`src/rtl/mem_access_stage_pkg.sv`:
```
`default_nettype none
// ============================================================================
//  Module   : mem_access_stage_pkg
//  Purpose  : Shared definitions for the memory-access pipeline stage:
//             default data/address/PC widths, the IDLE/WAIT state encoding
//             and small decode helpers used by the stage control logic.
//  Ports    : none (package)
//  Revision : 1.0 - initial release
// ============================================================================
package mem_access_stage_pkg;

    // Default widths of the surrounding pipeline
    localparam int c_dsize       = 32;   // data width
    localparam int c_asize       = 5;    // register-file write-address width
    localparam int c_isize       = 32;   // PC / link width
    localparam int c_timeout_cyc = 255;  // default WAIT abort limit

    // Memory-stage control states
    typedef enum logic [0:0] {
        ST_IDLE = 1'b0,
        ST_WAIT = 1'b1
    } mem_state_t;

    // Any instruction that touches data memory
    function automatic logic is_memop(input logic memread, input logic memwrite);
        return memread | memwrite;
    endfunction

    // A store always wins over a load, so load data is never captured for it
    function automatic logic use_load_data(input logic memtoreg, input logic memwrite);
        return memtoreg & ~memwrite;
    endfunction

endpackage
`default_nettype wire

```
`src/rtl/mem_access_stage_mem_wb_reg.sv`:
```
`default_nettype none
// ============================================================================
//  Module   : mem_wb_reg
//  Purpose  : MEM/WB pipeline register with asynchronous active-high reset.
//             'load' captures a new writeback result; otherwise 'bubble'
//             clears the write enable so no register-file write happens,
//             while data/address simply hold.
//  Ports    : clk, rst            - clock, async active-high reset
//             load, bubble        - capture / insert-bubble controls
//             data_in, waddr_in,
//             wen_in              - next writeback result
//             data_out, waddr_out,
//             wen_out             - registered MEM/WB outputs
//  Revision : 1.0 - initial release
// ============================================================================
module mem_wb_reg #(
    parameter int DSIZE = 32,
    parameter int ASIZE = 5
) (
    input  logic             clk,
    input  logic             rst,
    input  logic             load,
    input  logic             bubble,
    input  logic [DSIZE-1:0] data_in,
    input  logic [ASIZE-1:0] waddr_in,
    input  logic             wen_in,
    output logic [DSIZE-1:0] data_out,
    output logic [ASIZE-1:0] waddr_out,
    output logic             wen_out
);

    logic [DSIZE-1:0] r_data;
    logic [ASIZE-1:0] r_waddr;
    logic             r_wen;

    always_ff @(posedge clk or posedge rst) begin
        if (rst) begin
            r_data  <= '0;
            r_waddr <= '0;
            r_wen   <= 1'b0;
        end else if (load) begin
            r_data  <= data_in;
            r_waddr <= waddr_in;
            r_wen   <= wen_in;
        end else if (bubble) begin
            r_wen   <= 1'b0;
        end
    end

    assign data_out  = r_data;
    assign waddr_out = r_waddr;
    assign wen_out   = r_wen;

endmodule
`default_nettype wire

```
`src/rtl/mem_access_stage.sv`:
```
`default_nettype none
// ============================================================================
//  Module   : mem_access_stage
//  Purpose  : Consumer end of the EXE/MEM register. Converts a load/store
//             into a req/ack data-memory transaction, stalls the front of
//             the pipe while memory is busy, and registers the MEM/WB result
//             (load data, ALU result or JAL link address).
//  Config   : MEM_TIMEOUT_EN - when defined, a WAIT that reaches
//             TIMEOUT_CYC cycles without ack is aborted and the sticky
//             mem_err flag is raised. Undefined: WAIT is unbounded and
//             mem_err is tied low.
//  Ports    : clk, rst                    - clock, async active-high reset
//             aluout_in, rdata2_in,
//             waddr_in, memread_in,
//             memwrite_in, memtoreg_in,
//             wen_in, jal_in, nPC_in      - EXE/MEM register contents
//             dmem_req, dmem_we,
//             dmem_addr, dmem_wdata       - memory request side
//             dmem_ack, dmem_rdata        - memory completion side
//             stall_out                   - freeze upstream pipeline
//             wb_data, wb_waddr, wb_wen   - MEM/WB register outputs
//             mem_err                     - sticky timeout flag
//  Revision : 1.0 - initial release
// ============================================================================
module mem_access_stage
    import mem_access_stage_pkg::*;
#(
    parameter int DSIZE       = c_dsize,
    parameter int ASIZE       = c_asize,
    parameter int ISIZE       = c_isize,
    parameter int TIMEOUT_CYC = c_timeout_cyc
) (
    input  logic             clk,
    input  logic             rst,
    input  logic [DSIZE-1:0] aluout_in,
    input  logic [DSIZE-1:0] rdata2_in,
    input  logic [ASIZE-1:0] waddr_in,
    input  logic             memread_in,
    input  logic             memwrite_in,
    input  logic             memtoreg_in,
    input  logic             wen_in,
    input  logic             jal_in,
    input  logic [ISIZE-1:0] nPC_in,
    output logic             dmem_req,
    output logic             dmem_we,
    output logic [DSIZE-1:0] dmem_addr,
    output logic [DSIZE-1:0] dmem_wdata,
    input  logic             dmem_ack,
    input  logic [DSIZE-1:0] dmem_rdata,
    output logic             stall_out,
    output logic [DSIZE-1:0] wb_data,
    output logic [ASIZE-1:0] wb_waddr,
    output logic             wb_wen,
    output logic             mem_err
);

    mem_state_t       r_state;
    logic             r_req;
    logic             r_we;

    logic             w_memop;
    logic             w_ack_wait;
    logic             w_abort;
    logic             w_load;
    logic             w_bubble;
    logic [DSIZE-1:0] w_link;
    logic [DSIZE-1:0] w_wb_data;

    assign w_memop    = is_memop(memread_in, memwrite_in);
    // Ack is only meaningful while a request is outstanding
    assign w_ack_wait = (r_state == ST_WAIT) & dmem_ack;

    // Link address adapted to the data width (zero-extend or truncate)
    generate
        if (ISIZE >= DSIZE) begin : g_link_trunc
            assign w_link = nPC_in[DSIZE-1:0];
        end else begin : g_link_zext
            assign w_link = {{(DSIZE-ISIZE){1'b0}}, nPC_in};
        end
    endgenerate

`ifdef MEM_TIMEOUT_EN
    localparam int c_cnt_w = ($clog2(TIMEOUT_CYC + 1) < 1) ? 1 : $clog2(TIMEOUT_CYC + 1);
    // Counter holds (WAIT cycle number - 1), so the limit is hit one below
    localparam logic [c_cnt_w-1:0] c_term_cnt = c_cnt_w'(TIMEOUT_CYC - 1);

    logic [c_cnt_w-1:0] r_cnt;
    logic               r_err;

    // An ack on the terminal cycle is a normal completion, not an abort
    assign w_abort = (r_state == ST_WAIT) & ~dmem_ack & (r_cnt == c_term_cnt);
    assign mem_err = r_err;
`else
    logic w_unused_limit;

    assign w_abort        = 1'b0;
    assign mem_err        = 1'b0;
    assign w_unused_limit = (TIMEOUT_CYC != 0);
`endif

    // Control FSM; request and write-strobe are registered outputs
    always_ff @(posedge clk or posedge rst) begin
        if (rst) begin
            r_state <= ST_IDLE;
            r_req   <= 1'b0;
            r_we    <= 1'b0;
`ifdef MEM_TIMEOUT_EN
            r_cnt   <= '0;
            r_err   <= 1'b0;
`endif
        end else begin
            case (r_state)
                ST_IDLE: begin
                    if (w_memop) begin
                        r_state <= ST_WAIT;
                        r_req   <= 1'b1;
                        r_we    <= memwrite_in;
`ifdef MEM_TIMEOUT_EN
                        r_cnt   <= '0;
`endif
                    end
                end
                ST_WAIT: begin
                    if (dmem_ack || w_abort) begin
                        r_state <= ST_IDLE;
                        r_req   <= 1'b0;
                        r_we    <= 1'b0;
`ifdef MEM_TIMEOUT_EN
                        if (w_abort) begin
                            r_err <= 1'b1;
                        end
`endif
                    end
`ifdef MEM_TIMEOUT_EN
                    else begin
                        r_cnt <= r_cnt + 1'b1;
                    end
`endif
                end
                default: begin
                    r_state <= ST_IDLE;
                    r_req   <= 1'b0;
                    r_we    <= 1'b0;
                end
            endcase
        end
    end

    // Stall: detecting a memop in IDLE, or waiting for ack. Forced low in
    // reset so the upstream pipe is released immediately.
    always_comb begin
        stall_out = 1'b0;
        if (!rst) begin
            case (r_state)
                ST_IDLE: stall_out = w_memop;
                ST_WAIT: stall_out = ~dmem_ack & ~w_abort;
                default: stall_out = 1'b0;
            endcase
        end
    end

    // Writeback source: link address beats load data beats ALU result
    always_comb begin
        w_wb_data = aluout_in;
        if (jal_in) begin
            w_wb_data = w_link;
        end else if ((r_state == ST_WAIT) && use_load_data(memtoreg_in, memwrite_in)) begin
            w_wb_data = dmem_rdata;
        end
    end

    // Capture on a pass-through or a completed access; every other cycle
    // (memop detect, waiting, abort) writes a bubble.
    assign w_load   = ((r_state == ST_IDLE) & ~w_memop) | w_ack_wait;
    assign w_bubble = ~w_load;

    mem_wb_reg #(
        .DSIZE (DSIZE),
        .ASIZE (ASIZE)
    ) u_mem_wb_reg (
        .clk       (clk),
        .rst       (rst),
        .load      (w_load),
        .bubble    (w_bubble),
        .data_in   (w_wb_data),
        .waddr_in  (waddr_in),
        .wen_in    (wen_in),
        .data_out  (wb_data),
        .waddr_out (wb_waddr),
        .wen_out   (wb_wen)
    );

    assign dmem_req   = r_req;
    assign dmem_we    = r_we;
    assign dmem_addr  = aluout_in;
    assign dmem_wdata = rdata2_in;

endmodule
`default_nettype wire

```
`config.mk`:
```
export PLATFORM = sky130hd
export DESIGN_NAME = mem_access_stage
export DESIGN_NICKNAME = d
export VERILOG_FILES = /design/src/rtl/mem_access_stage_pkg.sv /design/src/rtl/mem_access_stage_mem_wb_reg.sv /design/src/rtl/mem_access_stage.sv
export SDC_FILE = /design/constraint.sdc
export NUM_CORES = 1
export LEC_CHECK = 0
export ABC_AREA = 1
export BUFFER_PORTS_ARGS = -buffer_cell sky130_fd_sc_hd__buf_2
export CAP_MARGIN = 20
export CORE_MARGIN = 2
export CORE_UTILIZATION = 31
export CTS_CLUSTER_DIAMETER = 80
export DETAILED_ROUTE_END_ITERATION = 12
export GPL_TIMING_DRIVEN = 0
export PLACE_DENSITY = 0.68
export RECOVER_POWER = 25
export SYNTH_ARGS = -nofsm -noshare
export SYNTH_HDL_FRONTEND = slang
export SYNTH_HIERARCHICAL = 1
export SYNTH_SLANG_ARGS = --single-unit
```
`constraint.sdc`:
```
create_clock -name clk -period 1.4 [get_ports clk]
set_clock_uncertainty 0.05 [all_clocks]
set_input_delay 0 -clock clk [delete_from_list [all_inputs] [get_ports clk]]
set_output_delay 0 -clock clk [all_outputs]
set_load 0.01 [all_outputs]
```
==> flow_summary_export.csv <==
group,metric,value,unit
timing,setup_viol,1,
detailed_routing,vias_per_cell,4.15,
yosys,syn_nets,626,
place,gp_congestion,0.827,
detailed_routing,vias,3711,
yosys,syn_avg_cell_area,6.40,um^2
outcome,status,"finished, violations left",
worst_setup_path,critPathArrivalTime,1530,ps
cts,clk_latency,290,ps
yosys,ys_types,14,
worst_setup_path,cp-startpoint,"r_state$_DFF_PP0_",
die,core-area,0.00973,mm^2
final_layout,n_antenna_cell,0,
run,drv_cap,0,
outcome,violations,"negative setup slack",
yosys,synthCells,485,
die,dieHeight,104,um
cts,cts_buffer_depth,2,
yosys,ys_seq_area_share,33.1,%
worst_setup_path,cp_num_buf_inv,3,
timing,worstMarginPinSlew,819,ps
power,p_per_area,1030,mW/mm^2
timing,max_freq,712,MHz
yosys,ys_warn_count,6,
cts,cts-root-buf,"clkbuf_8",
final_layout,area_growth,64.4,%
worst_setup_path,crit_type,"reg -> reg",
global_route,grt_overflow,0,
worst_setup_path,rr_startpoint,"r_state$_DFF_PP0_",
place,hpwl,7290,um
cts,cts_buffers,5,
worst_setup_path,endpoint,"u_mem_wb_reg/data_out[3]$_DFFE_PP0P_",
power,p_total,5.25,mW
timing,post-route-period-util,100,%
cts,h-tree-depth,2,
detailed_routing,dr.pass1.iters,4,
global_route,grt_pass1_wl,16500,um
die,start_util,31.9,%
global_route,antenna_found_initial,0,
worst_setup_path,max_stage_delay,450,ps
worst_setup_path,path_delay_family,"flip-flops",
place,dpl_cell_area,0.00433,mm^2
place,dpl.cell_count,830,
worst_setup_path,r2r_end,"u_mem_wb_reg/data_out[3]$_DFFE_PP0P_",
timing,relSlewSlack,45.3,%
worst_setup_path,crit_chain,"o21bai_4 -> nand2_2 -> inv_4 -> clkbuf_16 -> clkbuf_16 -> nand2_1 -> o21ai_0",
die,dieArea,0.0108,mm^2
worst_setup_path,critPathLaunchType,"register",
worst_setup_path,worst-path-stages,7,
worst_setup_path,critPathRequiredTime,1530,ps
worst_setup_path,crit_fanout,6,
power,leakagePower,3.12,nW
timing,fin_crit,1400,ps
place,numPortBuffers,212,
timing,slew_violations,0,
detailed_routing,drc,0,
die,num_rows,36,
yosys,synth_area,0.00310,mm^2
global_route,grt_pass1_vias,3477,
cts,numClockSinks,41,
worst_hold_path,hold_depth,4,
power,irDropWorstVdd,644,uV
worst_setup_path,reg2regPathDepth,7,
global_route,gr-usage-all-layers,18.4,%
timing,finalHoldViolCount,0,
final_layout,layout-drive-gt1-share,38.4,%
final_layout,n_fill_cell,979,
cts,cts_tree,"yes",
detailed_routing,wire_per_inst,11.9,um
final_layout,final_nets,901,
die,die_x,104,um
timing,rsz0062_at_grt,"yes",
worst_setup_path,slowest_stage,"dfrtp_2",
yosys,synth-seq-cells,41,
timing,worst_slack,-3.56,ps
detailed_routing,postRouteAntennaNets,0,
final_layout,stdcell_count,894,
detailed_routing,routed_wirelength,10700,um
worst_setup_path,end_kind,"register",
global_route,grt_max_degree,39,
worst_hold_path,hold_class,"in -> reg",
die,ios,247,
worst_setup_path,reg2reg_slack,-4,ps
worst_setup_path,crit_top_cell,"clkbuf_16",
final_layout,final_cell_area,0.00510,mm^2
detailed_routing,drtIter0Drc,172,
timing,tns,-3.56,ps
cts,path_clk_slew,90,ps
## Yosys cell counts (all sizes together)
cell type	number	share of area (%)
nand2	174	21
inv	107	13
buf	76	18
dfrtp	41	33
o21ai	38	6.1
nand3	34	5.5
clkbuf	10	2.2
nor2	3	0.60
conb	1	0.12
o21bai	1	0.24
## layout by cell type (no fill, tap or decap)
cell           netlist  final
buf_2                5    180
nand2_1            174    172
inv_1              107    105
buf_4               69     73
dfrtp_1             41     40
dlygate4sd3_1        0     40
clkbuf_1             7     39
o21ai_0             38     33
nand3_1             34     32
buf_6                2      9
clkbuf_8             3      7
clkbuf_16            0      5
o21ai_1              0      5
buf_12               0      3
clkbuf_4             0      3
nand2_2              0      2
nand3_2              0      2
buf_8                0      2
nor2_1               2      2
o21bai_4             0      1
nor2_4               1      1
inv_4                0      1
conb_1               1      1
clkinv_2             0      1
dfrtp_2              0      1
inv_2                0      1
## worst min path at each step
stage | startpoint | endpoint | slack [ps]
CTS | memread_in | dmem_req$_DFFE_PP0P_ | 10
detailed placement | rst | dmem_req$_DFFE_PP0P_ | -150
finish | memread_in | dmem_req$_DFFE_PP0P_ | 20
floorplan | rst | dmem_req$_DFFE_PP0P_ | -300
global placement | rst | dmem_req$_DFFE_PP0P_ | -160
global route | memread_in | dmem_req$_DFFE_PP0P_ | 30
## layout make-up
class                           count  area (um^2)  area share, %
Multi-Input combinational cell    251         1070           21.0
Inverter                          107          404           7.92
Tap cell                          133          166           3.26
Sequential cell                    41         1030           20.1
Clock buffer                        7         96.3           1.89
Buffer                             86          711           13.9
Clock inverter                      1         5.00         0.0981
Timing Repair Buffer              268         1620           31.8
## logic make-up after synthesis
group / after synthesis / share of synthesized area, %
other: 1 / 0.121
AOI/OAI and AO/OA: 39 / 6.37
buffers and inverters: 193 / 33.3
DFF: 41 / 33.1
and+or+nand+nor: 211 / 27.1
## stage by stage
stage               worst slack (ps)  utilization (%)  hold slack (ps)
floorplan                       77.7                -             -296
global placement                -255             44.5             -163
detailed placement              -342             44.5             -148
CTS                             1.04             50.9             11.8
global route                   -90.9             52.5             27.4
finish                         -3.56             52.5             20.6
## worst register-to-register path: cells and delay by family, from the launching register on
kind / cells / cell delay [ps]
flip-flops: 1 / 450
AND/OR/NAND/NOR: 2 / 150
buffers and inverters: 3 / 390
AO/OA/AOI/OAI: 2 / 260
## report_power, final
part | internal [mW] | switching, mW
registers | 1.58 | 0.212
clock network | 0.446 | 0.417
logic | 1.29 | 1.31
total | 3.31 | 1.94
## state kept, by name (all words and copies together) (netlist names)
signal / cells
dmem_we: 1
u_mem_wb_reg/wen_out: 1
u_mem_wb_reg/data_out: 32
r_state: 1
u_mem_wb_reg/waddr_out: 5
dmem_req: 1
## timing repair
action                     CTS  global route
gates resized for setup     17            27
cloned                       0             8
setup endpoints to repair   39            39
hold buffers                40             0
setup buffers                5             3
hold endpoints to repair    80             0
pin swaps                    1             1
## metal layers
metal,share of wire (%),wire length (um),vias to the layer above,GRT usage (%)
met1,42,4510,1633,21.8
li1,-,-,1887,-
met5,0,0,-,0
met4,1.3,136,0,4.92
met2,49,5230,175,33.5
met3,7.6,807,16,3.95
(Power assumes the default switching activity.)
